**config.mk**
```make
export PLATFORM = sky130hd
export DESIGN_NAME = traffic_intersection
export DESIGN_NICKNAME = d
export VERILOG_FILES = /design/src/rtl/traffic_intersection.sv
export SDC_FILE = /design/constraint.sdc
export NUM_CORES = 1
export LEC_CHECK = 0
export CELL_PAD_IN_SITES_DETAIL_PLACEMENT = 1
export CELL_PAD_IN_SITES_GLOBAL_PLACEMENT = 1
export CORE_MARGIN = 3
export CORE_UTILIZATION = 38
export CTS_CLUSTER_DIAMETER = 60
export CTS_CLUSTER_SIZE = 8
export DETAILED_ROUTE_END_ITERATION = 8
export PLACE_DENSITY = 0.86
export SLEW_MARGIN = 25
export SYNTH_ARGS = -nofsm -noshare
export SYNTH_HDL_FRONTEND = slang
export SYNTH_SLANG_ARGS = --single-unit
```
**constraint.sdc**
```tcl
create_clock -name clk -period 2.1 [get_ports clk]
set_input_delay 0.42 -clock clk [delete_from_list [all_inputs] [get_ports clk]]
set_output_delay 0.42 -clock clk [all_outputs]
set_load 0.005 [all_outputs]
```
**src/rtl/traffic_intersection.sv**
```systemverilog
// traffic_intersection
//   Multi-approach intersection controller. It cycles through
//   GREEN -> YELLOW -> ALLRED for one approach at a time, with optional WALK.
//   The next approach is picked by demand-driven round-robin over car_present.
//   The current approach gets green again only if it is the only requester.
//   If no approach is requesting, the controller steps to the next approach.
//
//   Optional feature: define TRAFFIC_PED_EN to compile in the pedestrian WALK
//   phase, the ped_pending latch and the walk lamp. Without it, ped_req is
//   ignored and walk is held at 0.
//
// Ports
//   clk          rising-edge clock
//   rstb         asynchronous active-high reset
//   car_present  [NUM_DIR]   per-approach vehicle sensor
//   ped_req      pedestrian button (any pulse >= 1 cycle)
//   light        [2*NUM_DIR] lamp pair per approach: 00 red, 01 green, 10 yellow
//   active_dir   approach owning green/yellow (last owner during all-red/walk)
//   walk         pedestrian walk lamp
module traffic_intersection #(
    parameter int NUM_DIR    = 4,
    parameter int GREEN_CYC  = 8,
    parameter int YELLOW_CYC = 3,
    parameter int ALLRED_CYC = 2,
    parameter int WALK_CYC   = 6
) (
    input  logic                       clk,
    input  logic                       rstb,
    input  logic [NUM_DIR-1:0]         car_present,
    input  logic                       ped_req,
    output logic [2*NUM_DIR-1:0]       light,
    output logic [$clog2(NUM_DIR)-1:0] active_dir,
    output logic                       walk
);

    localparam int DW   = $clog2(NUM_DIR);
    localparam int M1   = (GREEN_CYC > YELLOW_CYC) ? GREEN_CYC : YELLOW_CYC;
    localparam int M2   = (ALLRED_CYC > WALK_CYC) ? ALLRED_CYC : WALK_CYC;
    localparam int MAXC = (M1 > M2) ? M1 : M2;
    localparam int CW   = (MAXC > 1) ? $clog2(MAXC) : 1;

`ifdef TRAFFIC_PED_EN
    typedef enum logic [1:0] {GREEN, YELLOW, ALLRED, WALK} state_t;
`else
    typedef enum logic [1:0] {GREEN, YELLOW, ALLRED} state_t;
`endif

    state_t          state, state_n;
    logic [CW-1:0]   cnt, cnt_n;
    logic [DW-1:0]   dir_n, sel_dir, idx;
    logic [2*NUM_DIR-1:0] light_n;
    logic            walk_n;
    logic            found;

    // Round-robin search starting after the current owner. The owner is
    // checked last, so it keeps green only when no other approach requests.
    always_comb begin
        found   = 1'b0;
        idx     = '0;
        sel_dir = DW'((int'(active_dir) + 1) % NUM_DIR);
        for (int k = 1; k <= NUM_DIR; k++) begin
            idx = DW'((int'(active_dir) + k) % NUM_DIR);
            if (!found && car_present[idx]) begin
                found   = 1'b1;
                sel_dir = idx;
            end
        end
    end

`ifdef TRAFFIC_PED_EN
    logic ped_pending;
`endif

    // Next state. cnt counts up from 0, and each phase ends when cnt reaches its length minus 1.
    always_comb begin
        state_n = state;
        cnt_n   = cnt + CW'(1);
        dir_n   = active_dir;
        case (state)
            GREEN: if (cnt == CW'(GREEN_CYC - 1)) begin
                state_n = YELLOW;
                cnt_n   = '0;
            end
            YELLOW: if (cnt == CW'(YELLOW_CYC - 1)) begin
                state_n = ALLRED;
                cnt_n   = '0;
            end
            ALLRED: if (cnt == CW'(ALLRED_CYC - 1)) begin
                cnt_n = '0;
`ifdef TRAFFIC_PED_EN
                if (ped_pending) begin
                    state_n = WALK;
                end else begin
                    state_n = GREEN;
                    dir_n   = sel_dir;
                end
`else
                state_n = GREEN;
                dir_n   = sel_dir;
`endif
            end
`ifdef TRAFFIC_PED_EN
            WALK: if (cnt == CW'(WALK_CYC - 1)) begin
                state_n = GREEN;
                cnt_n   = '0;
                dir_n   = sel_dir;
            end
`endif
            default: begin
                state_n = GREEN;
                cnt_n   = '0;
            end
        endcase
    end

    // Lamps are decoded from the next state and registered.
    // This makes a phase change appear on the outputs in the cycle the phase is entered.
    always_comb begin
        light_n = '0;
        walk_n  = 1'b0;
        for (int i = 0; i < NUM_DIR; i++) begin
            if (DW'(i) == dir_n) begin
                if (state_n == GREEN)  light_n[2*i +: 2] = 2'b01;
                if (state_n == YELLOW) light_n[2*i +: 2] = 2'b10;
            end
        end
`ifdef TRAFFIC_PED_EN
        walk_n = (state_n == WALK);
`endif
    end

    always_ff @(posedge clk or posedge rstb) begin
        if (rstb) begin
            state      <= GREEN;
            cnt        <= '0;
            active_dir <= '0;
            light      <= {{(2*NUM_DIR-2){1'b0}}, 2'b01};
            walk       <= 1'b0;
        end else begin
            state      <= state_n;
            cnt        <= cnt_n;
            active_dir <= dir_n;
            light      <= light_n;
            walk       <= walk_n;
        end
    end

`ifdef TRAFFIC_PED_EN
    // Clearing on WALK entry takes priority over a press in that same cycle.
    always_ff @(posedge clk or posedge rstb) begin
        if (rstb)
            ped_pending <= 1'b0;
        else if (state_n == WALK && state != WALK)
            ped_pending <= 1'b0;
        else if (ped_req && state != WALK)
            ped_pending <= 1'b1;
    end
`else
    logic unused_ped;
    assign unused_ped = ped_req;
`endif

endmodule

```
==> run summary, run 1 <==
first-pass GRT wire length -> 3420 microns
CTS Buf Count -> 3
final antenna-violating net count -> 0
Synth area leader -> dfrtp_1
CP Class -> in2reg
final slew viol count -> 0
Rel. slew slack -> 0.630
Final min period -> 1.98 ns
Overall Global Routing Usage -> 0.162
HPWL after DPL -> 1480 microns
Remaining DRCs -> 0
row cnt -> 16
die area -> 2950 sq um
CTS tree -> done
Clock transition at path regs -> 0.08 ns
Critical Path AT -> 2.15 ns
area delta synth->final -> 30.5%
fin crit share -> 0.944
Yosys top cell area share -> 0.395
post-synthesis compound-gate area fraction -> 0.155
area of the core -> 2080 sq um
gr ovfl total -> 0
met1 Resource Use GR -> 0.205
number of nets in the layout -> 126
critical path fanouts, max -> 8
post-synthesis mux area share -> 0.0254
wire per inst -> 15.6 microns
Achievable Freq -> 504 MHz
global routing met2 resource utilization -> 0.271
most common cell in the netlist -> dfrtp_1
outcome -> complete, no violations
startpoint class of the critical path -> input port
Worst VDD drop -> 0.377 mV
Post-Synth Adder-Cell Area -> 0.0564
fin util -> 0.556
final setup margin -> 0.117 ns
PwrDens -> 605 nW/um^2
Synth cell types -> 36
Post-DP Area -> 1090 sq um
post-synthesis register bit count -> 15
drt total wl -> 2200 microns
largest family of logic cells by synthesized area -> simple AND/OR/NAND/NOR gates
post-synthesis net count -> 102
cells along the critical path -> clkdlybuf4s50_1, buf_4, nand2b_1, a22o_1, a41oi_2, a41oi_1, nor4_1
Die X -> 54.3 microns
share of cells above drive strength 1 -> 0.184
Crit. End Element -> flop
Worst-Margin Slew -> 0.554 ns
largest cells by area after synthesis -> dfrtp_1, ha_1, nand2b_1
initial drt markers -> 16
clk root buf -> clkbuf_4
die height -> 54.3 microns
Pre-antenna DRT Iters -> 4
async set-reset flop share out of synthesis -> 1.00
dominant synthesized flop cell -> dfrtp_1
via count -> 760
io pins -> 18
reg-to-reg slack, setup -> 0.15 ns
Syn Inst Count -> 91
Max Cap Viol -> 0
data required time of the worst path -> 2.27 ns
initial antenna violation count -> 0
mean post-synth cell area -> 9.75 sq um
Lkg Pwr -> 0.498 nW
fin area -> 1160 sq um
clock tree buffer depth -> 2
worst-skew pair later-pin latency -> 0.28 ns
synth warn -> 0
Initial Util -> 0.426
RSZ-0062 raised after global routing -> yes
drt via density -> 5.39
H-Tree Depth -> 1
Final setup viols -> 0
clock tree sinks -> 15
total power -> 0.700 mW
CP max stage cell -> clkdlybuf4s50_1
Max stage delay on crit path -> 0.42 ns
gr busiest metal -> met2
Synth Area in XOR/XNOR -> 0
post-route setup TNS -> 0 ns
grt met3 use -> 0.0245
pre-CTS WS -> -0.182 ns
synthesized area -> 887 sq um
gpl congestion -> 0.752
Post-Synth Simple-Gate Area -> 0.267
EDFF count, synth -> 0
Port Buf Inserts -> 15
sequential share of the synthesized area -> 0.425
Clock Skew -> 0.00136 ns
Hold Crit Class -> in2async
cts-stage hold buffer count -> 0
Final Hold Viols -> 0
number of global-route vias before repair -> 760
synth cell count leaders -> dfrtp_1, inv_1, nor2_1
ant diodes -> 0
largest net degree at the start of global routing -> 16
-- per-stage QoR --
| step | cells | hold slack, ns |
|---|---|---|
| 2_1_floorplan | 91 | 0.321 |
| 3_3_place_gp | 133 | 0.481 |
| 3_5_place_dp | 133 | 0.491 |
| 4_1_cts | 137 | 0.488 |
| 5_1_grt | 141 | 0.522 |
| 6_report | 141 | 0.485 |
-- final cells by class --
class,instances,area [sq um]
tap,27,33.8
clock buffer,4,26.3
fill,245,925
inverter,8,30.0
timing repair buffer,23,210
sequential,15,377
multi-input combinational,64,480
-- state kept, by name, indices dropped and copies added (netlist names) --
register    cells
state           2
active_dir      2
cnt             3
light           8
-- report_power, final --
part | internal (mW) | total, mW | switching, mW
combinational | 0.105 | 0.193 | 0.0876
sequential | 0.312 | 0.347 | 0.0347
clock | 0.0737 | 0.161 | 0.0873
total | 0.491 | 0.700 | 0.210
-- cells in the final DEF, fill, tap and decap left out --
master,n
clkdlybuf4s50_1,15
a211oi_1,2
nor3_1,3
o21ai_1,2
nor4_1,2
a22o_1,1
buf_4,8
and3b_1,3
mux2i_4,1
mux2i_2,1
a41oi_1,1
nor2_1,8
clkbuf_1,1
nor3b_1,1
a31oi_1,2
conb_1,1
dfstp_2,1
a21o_1,1
a21boi_0,1
o21ai_0,2
nor3b_2,1
nand2b_1,5
dfrtp_1,14
nor4b_2,2
nor3_4,1
o22ai_1,3
and3_1,2
and2_1,1
nand2_1,5
a21oi_1,2
o211ai_2,1
nand4_1,2
inv_1,8
a41oi_2,2
clkbuf_4,3
nand3_1,1
ha_1,4
-- repair_timing --
action | CTS | global route
gates resized for setup | 0 | 1
setup endpoints to repair | 0 | 3
setup buffers | 0 | 2
-- critical path: cells and delay by family --
family	cells	cell delay, ns
compound gates	3	0.63
buf+inv	2	0.59
simple gates	2	0.50
-- cells by family (layout without fill, tap and decap cells) --
family / Yosys count / count (layout)
AO/OA/AOI/OAI: 19 / 20
adder cells (fa/ha/maj): 4 / 4
buffers and inverters: 14 / 35
flip-flops: 15 / 15
multiplexers: 1 / 2
other: 1 / 1
AND/OR/NAND/NOR: 37 / 37
-- layer usage --
layer / share of wire / routed length [microns] / up-vias
met5: 0 / 0 / -
met4: 0.0059 / 13 / 0
met3: 0.052 / 114 / 2
met2: 0.47 / 1030 / 17
met1: 0.47 / 1040 / 367
li1: - / - / 374
-- final timing paths --
kind / end / cells past startpoint / start
min in group clk: cnt[0] / 1 / cnt[0]
max in group asynchronous: light[0] / 2 / rstb
setup / recovery: light[1] / 7 / car_present[3]
hold / removal: light[5] / 2 / rstb
setup reg to reg: light[2] / 7 / cnt[1]
hold reg to reg: cnt[0] / 1 / cnt[0]
No activity file was read; power rests on OpenSTA's default activity.
==> run 2: changes to the inputs <==
--- a/config.mk
+++ b/config.mk
@@ -12,6 +12,7 @@
 export CTS_CLUSTER_DIAMETER = 60
 export CTS_CLUSTER_SIZE = 8
 export DETAILED_ROUTE_END_ITERATION = 8
+export HOLD_SLACK_MARGIN = 0.05
 export PLACE_DENSITY = 0.86
 export SLEW_MARGIN = 25
 export SYNTH_ARGS = -nofsm -noshare
==> results of run 2 <==
The final DEF is identical to that of run 1; final timing and power are the same.
